## src/rtl/fwd_scoreboard.sv

```systemverilog
// ============================================================================
// fwd_scoreboard : in-flight destination tracker, operand forwarding and
//                  load-use stall detection; FWD_SCOREBOARD_STATS_EN adds counters
// Revision: 1.0
// ============================================================================
`default_nettype none

module fwd_scoreboard #(
  parameter int DATA_SIZE        = 32,
  parameter int REG_ADDR         = 5,
  parameter int STAGES           = 3,
  parameter int LOAD_READY_STAGE = 1
) (
  input  logic                        clk,
  input  logic                        rst,
  input  logic                        issue_valid,
  input  logic                        issue_we,
  input  logic                        issue_is_load,
  input  logic [REG_ADDR-1:0]         issue_rd,
  input  logic                        hold,
  input  logic                        flush,
  input  logic [STAGES*DATA_SIZE-1:0] stage_data,
  input  logic [REG_ADDR-1:0]         rs1_addr,
  input  logic [REG_ADDR-1:0]         rs2_addr,
  input  logic [DATA_SIZE-1:0]        rs1_data,
  input  logic [DATA_SIZE-1:0]        rs2_data,
  output logic [DATA_SIZE-1:0]        src1_data,
  output logic [DATA_SIZE-1:0]        src2_data,
  output logic                        load_use_stall,
  output logic [15:0]                 fwd_count,
  output logic [15:0]                 stall_count
);

  logic [STAGES-1:0]   r_valid;
  logic [STAGES-1:0]   r_is_load;
  logic [REG_ADDR-1:0] r_rd [STAGES];

  logic [STAGES-1:0]   w_writing;
  logic                w_hit1, w_hit2;
  logic                w_rdy1, w_rdy2;
  logic [DATA_SIZE-1:0] w_fwd1, w_fwd2;
  logic                w_accept;

  always_comb begin
    for (int k = 0; k < STAGES; k++) begin
      w_writing[k] = r_valid[k] && (r_rd[k] != '0);
    end
  end

  // Scan oldest to youngest so the youngest (lowest-index) match overwrites.
  always_comb begin
    w_hit1 = 1'b0;
    w_hit2 = 1'b0;
    w_rdy1 = 1'b0;
    w_rdy2 = 1'b0;
    w_fwd1 = '0;
    w_fwd2 = '0;
    for (int k = STAGES - 1; k >= 0; k--) begin
      if (w_writing[k] && (rs1_addr != '0) && (r_rd[k] == rs1_addr)) begin
        w_hit1 = 1'b1;
        w_rdy1 = !r_is_load[k] || (k >= LOAD_READY_STAGE);
        w_fwd1 = stage_data[k*DATA_SIZE +: DATA_SIZE];
      end
      if (w_writing[k] && (rs2_addr != '0) && (r_rd[k] == rs2_addr)) begin
        w_hit2 = 1'b1;
        w_rdy2 = !r_is_load[k] || (k >= LOAD_READY_STAGE);
        w_fwd2 = stage_data[k*DATA_SIZE +: DATA_SIZE];
      end
    end
  end

  assign src1_data      = (w_hit1 && w_rdy1) ? w_fwd1 : rs1_data;
  assign src2_data      = (w_hit2 && w_rdy2) ? w_fwd2 : rs2_data;
  assign load_use_stall = (w_hit1 && !w_rdy1) || (w_hit2 && !w_rdy2);
  assign w_accept       = !flush && !load_use_stall;

  always_ff @(posedge clk or posedge rst) begin
    if (rst) begin
      r_valid   <= '0;
      r_is_load <= '0;
      for (int k = 0; k < STAGES; k++) begin
        r_rd[k] <= '0;
      end
    end else if (!hold) begin
      for (int k = 1; k < STAGES; k++) begin
        r_valid[k]   <= r_valid[k-1];
        r_is_load[k] <= r_is_load[k-1];
        r_rd[k]      <= r_rd[k-1];
      end
      if (w_accept) begin
        r_valid[0]   <= issue_valid && issue_we;
        r_is_load[0] <= issue_is_load;
        r_rd[0]      <= issue_rd;
      end else begin
        r_valid[0]   <= 1'b0;
        r_is_load[0] <= 1'b0;
        r_rd[0]      <= '0;
      end
    end
  end

`ifdef FWD_SCOREBOARD_STATS_EN
  logic [15:0] r_fwd_count;
  logic [15:0] r_stall_count;
  logic        w_any_fwd;

  assign w_any_fwd = (w_hit1 && w_rdy1) || (w_hit2 && w_rdy2);

  // Both counters saturate rather than wrap.
  always_ff @(posedge clk or posedge rst) begin
    if (rst) begin
      r_fwd_count   <= '0;
      r_stall_count <= '0;
    end else if (!hold) begin
      if (w_any_fwd && (r_fwd_count != 16'hFFFF)) begin
        r_fwd_count <= r_fwd_count + 16'd1;
      end
      if (load_use_stall && (r_stall_count != 16'hFFFF)) begin
        r_stall_count <= r_stall_count + 16'd1;
      end
    end
  end

  assign fwd_count   = r_fwd_count;
  assign stall_count = r_stall_count;
`else
  assign fwd_count   = 16'd0;
  assign stall_count = 16'd0;
`endif

endmodule

`default_nettype wire
```

## config.mk

```make
export PLATFORM = sky130hd
export DESIGN_NAME = fwd_scoreboard
export DESIGN_NICKNAME = d
export VERILOG_FILES = /design/src/rtl/fwd_scoreboard.sv
export SDC_FILE = /design/constraint.sdc
export NUM_CORES = 1
export LEC_CHECK = 0
export CORE_AREA = 2 2 110 112
export DETAILED_ROUTE_END_ITERATION = 6
export DIE_AREA = 0 0 112 114
export PLACE_DENSITY = 0.77
export SLEW_MARGIN = 20
export SYNTH_ARGS = -nofsm -noshare
export SYNTH_HDL_FRONTEND = slang
export SYNTH_SLANG_ARGS = --single-unit
```

## constraint.sdc

```tcl
create_clock -name clk -period 3.95 [get_ports clk]
set_input_delay 0.5925 -clock clk [delete_from_list [all_inputs] [get_ports clk]]
set_output_delay 0.5925 -clock clk [all_outputs]
set_load 0.1 [all_outputs]
```

* Word-level counts from Yosys, hierarchy flattened
Index checks and enable logic that the tools add are counted.
Word-level totals: output and inout port bits 97, word-level logic and storage cells 62, register bits 19
Operators by class: muxes and demuxes 19, reduce and logical (&&, ||, !) cells 32, equality and inequality tests 6
Operator list (number):
- $mux 32 | 8
- $eq 5x5->1 | 6
- $reduce_bool 5->1 | 5
- $logic_and 1x1->1 | 21
- $mux 1 | 10
- $logic_not 1->1 | 5
- $mux 5 | 1
- $logic_or 1x1->1 | 1

* Longest topological paths before layout
depth in word-level cells 13, gate-level depth with buffers 8

* Worst setup path before layout
Ideal clock, no wire load.
kind input to register, start point input port rs1_addr[1], end point register r_valid[0], path buffers 0, required time 3.828 ns, stages on the path 6, arrival 3.442 ns, setup slack 0.386 ns, cell sequence xnor2_1 nand3_1 or4_4 a21boi_1 nor3_2 a32o_1
Between the ends: cells in the longest elaborated chain, start to end 12, elaborated cells between the ends (all ways) 20
RTL lines:
- start, declared | RTL line 23 | input logic [REG_ADDR-1:0] rs1_addr,
- $reduce_bool 5->1 | RTL line 59 | if (w_writing[k] && (rs1_addr != '0) && (r_rd[k] == rs1_addr)) begin
- $logic_and 1x1->1 (2 in a row) | RTL line 59
- $mux 1 (3 in a row) | RTL line 59
- $logic_not 1->1 | RTL line 74 | assign load_use_stall = (w_hit1 && !w_rdy1) || (w_hit2 && !w_rdy2);
- $logic_and 1x1->1 * | RTL line 74
- $logic_or 1x1->1 * | RTL line 74
- net load_use_stall | RTL line 29 | output logic load_use_stall,
- $logic_not 1->1 * | RTL line 75 | assign w_accept = !flush && !load_use_stall;
- $logic_and 1x1->1 * | RTL line 75
- $mux 1 * | RTL line 90 | if (w_accept) begin
- end signal, assigned by index | RTL line 86 | r_valid[k] <= r_valid[k-1];
- end signal, assigned | RTL line 91 | r_valid[0] <= issue_valid && issue_we;
- end, declared | RTL line 34 | logic [STAGES-1:0] r_valid;
Mark *: on every way through the listed nets, which the timed path passes. The rest lies on a longest branch. A chain may end at the register's enable or synchronous reset.

* Final worst setup path
start point input port rs1_addr[2], end point output port src1_data[31]
Between the ends: cells in the longest elaborated chain, start to end 8, elaborated cells between the ends (all ways) 19
RTL lines:
- $reduce_bool 5->1 | RTL line 59
- $logic_and 1x1->1 (2 in a row) | RTL line 59
- $mux 1 (3 in a row) | RTL line 59
- $logic_and 1x1->1 | RTL line 72 | assign src1_data = (w_hit1 && w_rdy1) ? w_fwd1 : rs1_data;
- $mux 32 * | RTL line 72
- end, declared | RTL line 27 | output logic [DATA_SIZE-1:0] src1_data,
Mark *: on every way between the ends. The rest lies on a longest branch, timed or not.

==> results.yml <==
logic_synthesis:
  synth_edf_count: 0
  yosys.area_share.simple_pct: 12.4
  yosysUniqueCellTypes: 31
  async_reset_ff_share_pct: 100
  yosys-top-cells-area: "mux2i_1, mux2_4, dfrtp_1"
  avgSynthCellArea_um2: 8.81
  yosysWarnings: 0
  syn-cell-area_um2: 3720
  seq_area_frac_synth_pct: 12.8
  synth_compound_area_share_pct: 11.4
  synthAdderAreaFrac_pct: 0
  synth_xor_area_share_pct: 7.07
  synth_ff_type: "dfrtp_1"
  synthMuxAreaShare_pct: 44.9
  synth_top_area_cell: "mux2i_1"
  yosysTopAreaCellShare_pct: 16.7
  synth_top_family_by_area: "multiplexers"
  ys_ff_latch: 19
  synthCells: 422
setup_path:
  worst-path-max-fanout: 15
  cp_data_arrival_time_ps: 3250
  rrSetupSlack_ps: 1450
  reg2reg_depth: 7
  regToRegEndpoint: "r_valid[0]$_DFFE_PP0N_"
  crit_required_ps: 3360
  critPathLaunchType: "input port"
  crit_type: "input port to primary output"
  cp-end-kind: "primary output"
  crit_start: "rs1_addr[2]"
  cp-endpoint: "src1_data[31]"
  r2r_start: "r_rd[13]$_DFFE_PP0N_"
run:
  maxCapViolCount: 0
sta:
  setup_ws_ps: 111
  fin_tns_setup_ps: 0
  min_period_ps: 3840
  skew_ps: 1.10
  whs_ps: 554
  period_share_pct: 97.2
  rsz0062_at_grt: "false"
  hold_viol: 0
  max_freq_mhz: 260
  relSlewSlack_pct: 42.7
  tightest_slew_ps: 856
  setup_viol: 0
  slew_viol_final: 0
detailed_routing:
  vias_per_cell: 5.05
  drc: 0
  drt_pass1_iterations: 5
  avgRoutedWirePerCell_um: 17.0
  route.vias.total: 4071
  ant_nets: 0
  routed_wl_um: 13700
  drt-initial-drc-count: 145
cts:
  numCtsBuffers: 3
  insertion_delay_ps: 250
  hold_buffers: 0
  tritoncts: "built"
  cts_max_path_buffers: 2
  cts_max_level: 1
  cts_resized: 0
  clock_sinks: 19
  post_cts_buffers: 0
  clkTransAtPathRegs_ps: 50
  cts_root_buf: "clkbuf_16"
pwr:
  p_sw_share_pct: 47.1
  power_frac_comb_pct: 69.7
  switchingPower_uw: 708
  power_density_nw_per_um2: 215
  seqPwrFrac_pct: 16.7
  intPower_uw: 795
  finalPower_mw: 1.50
  p_leak_nw: 2.73
  vdd_drop_max_mv: 0.271
  power_frac_clock_pct: 13.6
grt:
  grt_max_degree: 66
  antenna_found_initial: 0
  grt_pass1_wl_um: 21400
  track_usage_pct: 20.4
  grt-ovfl-total: 0
  grt_pass1_vias: 4209
cells_and_area:
  utilization_pct: 59.7
  instances_no_fill: 806
  syn_to_final_growth_pct: 88.0
  fillers: 934
  final_cell_mix: "clkdlybuf4s50_1, buf_12, nor2_1"
  drive_above_1_share_pct: 25.3
  layout.nets: 842
  diodes: 0
  design_area_um2: 6990
  layout_commonest_cell: "clkdlybuf4s50_1"
placed_design:
  io_buffers: 246
  dpl.hpwl_um: 11100
  placed_area_um2: 6910
  post-place-ws_ps: 166
  gp_congestion: 0.905
  dp_cells: 802
floorplanning:
  core_region_area_um2: 11700
  die_y_um: 114
  die-area_um2: 12800
  std_cell_rows: 40
  die_x_um: 112
  io_pins: 279
  start_util_pct: 31.7
min_path:
  min_path_type: "flop to flop"
status:
  status: "finished clean"
-- critical path, cell delays in order --
cell and delay [ps]:
clkdlybuf4s50_1 510, buf_4 150, xnor2_1 120, nand3_1 110, nor4_1 560, a21oi_2 160
mux2i_4 260, buf_12 220, mux2_1 380, buf_12 180
-- power by group through the flow --
stage	Clock (mW)	Sequential [mW]	Combinational, mW
3_5_place_dp	0	0.252	1.04
4_1_cts	0.206	0.249	1.05
5_1_grt	0.217	0.253	1.09
3_3_place_gp	0	0.250	1.03
2_1_floorplan	0	0.241	0.658
6_report	0.205	0.251	1.05
-- cell type report --
cell class	count	area [um^2]	share of cell area [%]
inverters	1	3.75	0.0537
flip-flops and latches	19	475	6.80
multi-input cells	373	2930	42.0
well taps	147	184	2.63
clock buffers	4	78.8	1.13
repair buffers	262	3310	47.4
-- kinds of logic (layout without fill, tap and decap cells) --
group	after synthesis	count (layout)
buffers and inverters	61	267
DFF	19	19
AOI/OAI and AO/OA	76	76
and+or+nand+nor	95	95
other	1	32
xor gates and xnor gates	30	30
muxes	140	140
-- routing by layer --
metal / up-vias / global-route usage, % / share of wire [%]
met4: 0 / 4.39 / 2.0
met5: - / 0 / 0
li1: 1929 / - / -
met3: 30 / 4.20 / 7.4
met1: 1911 / 24.0 / 38
met2: 201 / 38.3 / 52
-- cell usage after synthesis, drive strengths merged, types with 2 or more instances --
cell type	number
dfrtp	19
mux2	76
a31oi	2
a22o	6
a21oi	64
nand2	8
nand4b	2
xnor2	30
or4	7
mux2i	64
buf	58
o21ai	2
nor4	4
nor2	67
nand3	6
clkbuf	2
-- how the worst min path moves through the flow --
stage                                 from                      to  slack, ps  cells past startpoint
global placement    r_valid[0]$_DFFE_PP0N_  r_valid[0]$_DFFE_PP0N_        540                      1
floorplan           r_valid[0]$_DFFE_PP0N_  r_valid[0]$_DFFE_PP0N_        480                      1
CTS                 r_valid[0]$_DFFE_PP0N_  r_valid[0]$_DFFE_PP0N_        550                      1
global route        r_valid[0]$_DFFE_PP0N_  r_valid[0]$_DFFE_PP0N_        560                      1
detailed placement  r_valid[0]$_DFFE_PP0N_  r_valid[0]$_DFFE_PP0N_        540                      1
finish              r_valid[0]$_DFFE_PP0N_  r_valid[0]$_DFFE_PP0N_        550                      1
-- registers in the layout (all words and copies together), names as in the netlist --
name       flops
r_is_load      1
r_valid        3
r_rd          15
Power figures use the tool's default switching activity.
==> RTL change 1 (same flow settings) <==
`STAGES`: 3 -> 2.
--- a/src/rtl/fwd_scoreboard.sv
+++ b/src/rtl/fwd_scoreboard.sv
@@ -10,3 +10,3 @@
   parameter int REG_ADDR         = 5,
-  parameter int STAGES           = 3,
+  parameter int STAGES           = 2,
   parameter int LOAD_READY_STAGE = 1
Interface: changed (resized stage_data); port bits go from 279 to 247. No check against the original RTL was run, so the function may have changed too.
==> RTL change 1 against the original RTL <==
  * Worst setup slack worse by 0.0019 ns
  * Combinational power down 12%
  * Sequential power down 34%
  * Total power down 16%
  * Register-to-register slack better by 0.60 ns
  * Final area down 20%
  * Sequential cell count down 6
  * Wire length down 15%
  * Synthesized area down 30%
==> RTL change 1: results <==
metrics = {
    "global_routing": {
        "grt_max_degree": 33,
        "track_usage_pct": 17.1,
        "grt_pass1_wl_mm": 17.6,
        "grt_pass1_vias": 3415,
    },
    "logic_synthesis": {
        "netlist_instances": 324,
        "yosys_warnings": 0,
        "yosysSeqAreaShare_pct": 12.5,
        "synth_cell_types": 33,
        "synth_commonest_cells": "inv_1, nor2_1, buf_4, nand2b_1, o221a_2",
        "ys_top_cells_by_area": "a221oi_2, o221a_2, dfrtp_1",
    },
    "placed_design": {
        "io_buffers": 214,
        "dpl-instance-area_mm2": 0.00549,
        "gp_congestion": 0.911,
        "pre_cts_slack_ns": 0.0592,
        "place_hpwl_mm": 9.59,
    },
    "power": {
        "switchingPower_uw": 632,
        "power_leakage_nw": 2.40,
        "ir_worst_vdd_mv": 0.152,
    },
    "cells_and_area": {
        "drive_above_1_share_pct": 29.1,
        "antenna_cells": 0,
        "reg_top3": "r_rd x10, r_valid x2, r_is_load x1",
        "final_cell_count_no_fill": 680,
    },
    "route": {
        "drtIter0Drc": 188,
        "vias": 3205,
        "drt_wl_total_mm": 11.6,
        "final_antenna_net_count": 0,
        "firstDrtPassIters": 4,
    },
    "critical_path": {
        "regToRegSetupSlack_ns": 2.05,
        "cp_slowest_cell": "or4_1",
        "reg2reg_from": "r_rd[6]",
        "reg2reg_to": "r_rd[5]",
        "crit_family": "compound AO/OA/AOI/OAI gates",
        "cp_slowest_stage_delay_ns": 0.61,
        "critPathMaxFanout": 15,
        "reg2regPathDepth": 6,
    },
    "cts": {
        "clk_path_buf_depth": 2,
        "h-tree-depth": 1,
    },
    "min_path": {
        "hold_start": "r_valid[1]",
        "min_to": "r_valid[1]",
        "hold_depth": 1,
    },
    "timing": {
        "fin_skew_ns": 0.000951,
        "whs_ns": 0.506,
        "fmax_ghz": 0.260,
        "worst_pin_slew_ns": 0.522,
    },
    "outcome": {
        "outcome": "finished, final reports clean",
    },
}
==> RTL change 1: power by group through the flow <==
stage / registers, mW / logic, mW / clock network [mW]
floorplan: 0.160 / 0.578 / 0
global route: 0.167 / 0.948 / 0.194
CTS: 0.165 / 0.920 / 0.190
finish: 0.165 / 0.919 / 0.186
global placement: 0.165 / 0.907 / 0
detailed placement: 0.167 / 0.919 / 0
==> RTL change 1: worst max-delay path by stage <==
stage	startpoint	end	slack (ns)	depth (start not counted)
2_1_floorplan	rs1_addr[1]	src1_data[0]	-0.77	5
3_3_place_gp	rs1_addr[1]	src1_data[0]	0.15	8
3_5_place_dp	rs2_addr[1]	src2_data[11]	0.06	7
4_1_cts	rs2_addr[1]	src2_data[11]	0.06	7
5_1_grt	rs1_addr[1]	src1_data[31]	0.002	8
6_report	rs1_addr[1]	src1_data[31]	0.11	8
==> RTL change 1: final cells by class <==
type / count / area, um2
tap: 147 / 184
clock buffer: 4 / 78.8
fill: 1079 / 6130
timing repair buffer: 226 / 2920
multi-input combinational: 223 / 1820
inverter: 67 / 251
sequential: 13 / 325
==> RTL change 1: metal layers <==
metal | up-vias | wire [um] | GRT usage (%)
met3 | 25 | 907 | 3.51
met1 | 1502 | 4430 | 19.3
li1 | 1502 | - | -
met5 | - | 0 | 0
met2 | 176 | 6020 | 32.3
met4 | 0 | 270 | 5.12
==> RTL change 1: logic make-up after synthesis <==
| logic type | count (synthesis) | synth area share [%] |
|---|---|---|
| other | 1 | 0.144 |
| muxes | 6 | 2.60 |
| AOI/OAI and AO/OA | 78 | 37.2 |
| xor gates and xnor gates | 20 | 6.74 |
| and+or+nand+nor | 87 | 17.8 |
| DFF | 13 | 12.5 |
| buffers and inverters | 119 | 23.0 |
==> RTL change 2 (same settings) <==
Made on the original files. The option `FWD_SCOREBOARD_STATS_EN` is turned on by a define.
--- a/src/rtl/fwd_scoreboard.sv
+++ b/src/rtl/fwd_scoreboard.sv
@@ -6,2 +6,4 @@
 `default_nettype none
+
+`define FWD_SCOREBOARD_STATS_EN
 
Function: changed (a bounded check fails within 4 cycles, from zero or initial values and one cycle with rst high).
==> RTL change 2 against the original RTL <==
  * Sequential cell count grew 32
  * Worst setup slack gained 0.0055 ns
  * Final cell count grew 26%
  * Sequential power grew 140%
  * Wire length grew 43%
  * Critical path depth grew 1
  * Total power grew 50%
  * Count of clock-buffer cells in the layout grew 2
  * Synthesized area grew 26%
  * Final area grew 23%
  * Largest power group unchanged
==> RTL change 2: results <==
metrics = {
    "global_routing": {
        "grt_pass1_wl_mm": 29.5,
        "antenna_found_initial": 8,
        "gr-usage-met3_pct": 7.17,
        "gr-usage-met1_pct": 36.3,
        "grt_max_degree": 52,
        "grt.met2_usage_pct": 49.9,
        "track_usage_pct": 29.1,
    },
    "placed_design": {
        "place_hpwl_mm": 16.1,
        "io_buffers": 278,
        "gp_congestion": 0.958,
    },
    "route": {
        "top_layer": "met5",
        "firstDrtPassIters": 7,
        "wl_met3_mm": 1.45,
        "vias": 5477,
        "wl_met2_mm": 9.74,
        "wl_per_cell_um": 19.3,
    },
    "logic_synthesis": {
        "yosysSeqAreaShare_pct": 27.3,
        "ys_top_cells_by_area": "dfrtp_1, mux2i_1, xnor2_1",
        "syn_avg_cell_area_um2": 7.86,
        "synthMuxAreaShare_pct": 15.8,
        "synth_commonest_cells": "nand2_1, nor2_1, a21oi_1, mux2i_1, dfrtp_1",
        "synth_cell_types": 47,
        "yosys.area_share.adder_pct": 0.535,
        "synth-compound-area-share_pct": 19.4,
        "synthXorXnorAreaFrac_pct": 11.2,
    },
    "outcome": {
        "outcome": "finished, final reports clean",
    },
    "cts": {
        "h-tree-depth": 2,
        "cts_sinks": 51,
        "clk_pin_slew_worst_paths_ns": 0.07,
        "insertion_delay_ns": 0.29,
        "cts_buffers": 5,
    },
    "timing": {
        "fin_skew_ns": 0.00823,
        "setup_violations": 0,
        "slew_headroom_pct": 32.8,
    },
    "cells_and_area": {
        "sh_seq_area_pct": 14.8,
        "clock_tree_area_fraction_pct": 1.95,
        "buffers": 298,
        "final_cell_count_no_fill": 1019,
        "multi_input_cells": 502,
        "multi_input_area_mm2": 0.00327,
        "inverters": 6,
        "antenna_cells": 7,
        "buf_share_pct": 42.5,
        "nClkBuffers": 6,
        "drive_above_1_share_pct": 16.9,
        "nFillCells": 908,
    },
    "power": {
        "ir_worst_vdd_mv": 0.298,
        "seq_power_share_pct": 27.2,
        "pwr-share-clk_pct": 22.3,
        "internal-power_mw": 1.32,
        "power_leakage_nw": 3.56,
    },
    "critical_path": {
        "critPathMaxFanout": 36,
    },
}
[RTL change 2: cell types whose count changed in the layout (fill, tap and decap cells not counted), moves of 19 or more]
cell	change
mux2_4	-39
dfrtp_1	+32
conb_1	-32
mux2_2	-19
xor2_1	+21
clkdlybuf4s50_1	+32
o21ai_2	+19
nand2_1	+71
o21ai_1	+45
[RTL change 2: worst max-delay path: stages]
cell and delay (ns):
clkdlybuf4s50_1 0.48, buf_4 0.16, xnor2_1 0.14, nand3_1 0.18
or4_4 0.48, or2_1 0.30, o21ai_4 0.21, buf_12 0.24
nand2_1 0.08, o21ai_1 0.15, buf_12 0.21
[RTL change 2: repair_timing]
item,CTS,global route
gates resized for setup,1,1
setup buffers,0,0
setup endpoints to repair,1,25
hold buffers,0,0
[RTL change 2: final timing paths]
| path | from | endpoint | slack (ns) | cells past startpoint |
|---|---|---|---|---|
| max in group asynchronous | rst | fwd_count[15] | 2.65 | 2 |
| worst min register to register | stall_count[15] | stall_count[15] | 0.50 | 1 |
| min in group asynchronous | rst | r_rd[14] | 0.79 | 2 |
| worst min-delay path | stall_count[15] | stall_count[15] | 0.50 | 1 |
| worst max-delay path | rs2_addr[1] | src2_data[9] | 0.12 | 11 |
| worst max register to register | r_rd[7] | fwd_count[1] | 1.23 | 8 |
[RTL change 2: stage by stage]
stage | power [mW] | utilization, % | setup slack, ns | area, um2 | hold WS (ns)
3_3_place_gp | 1.74 | 71.8 | 0.107 | 8410 | 0.477
3_5_place_dp | 1.76 | 71.8 | 0.00971 | 8410 | 0.486
4_1_cts | 2.26 | 73.2 | 0.0301 | 8580 | 0.498
2_1_floorplan | 1.26 | - | -0.0363 | 4750 | 0.473
6_report | 2.25 | 73.4 | 0.116 | 8600 | 0.501
5_1_grt | 2.33 | 73.3 | 0.00697 | 8590 | 0.517
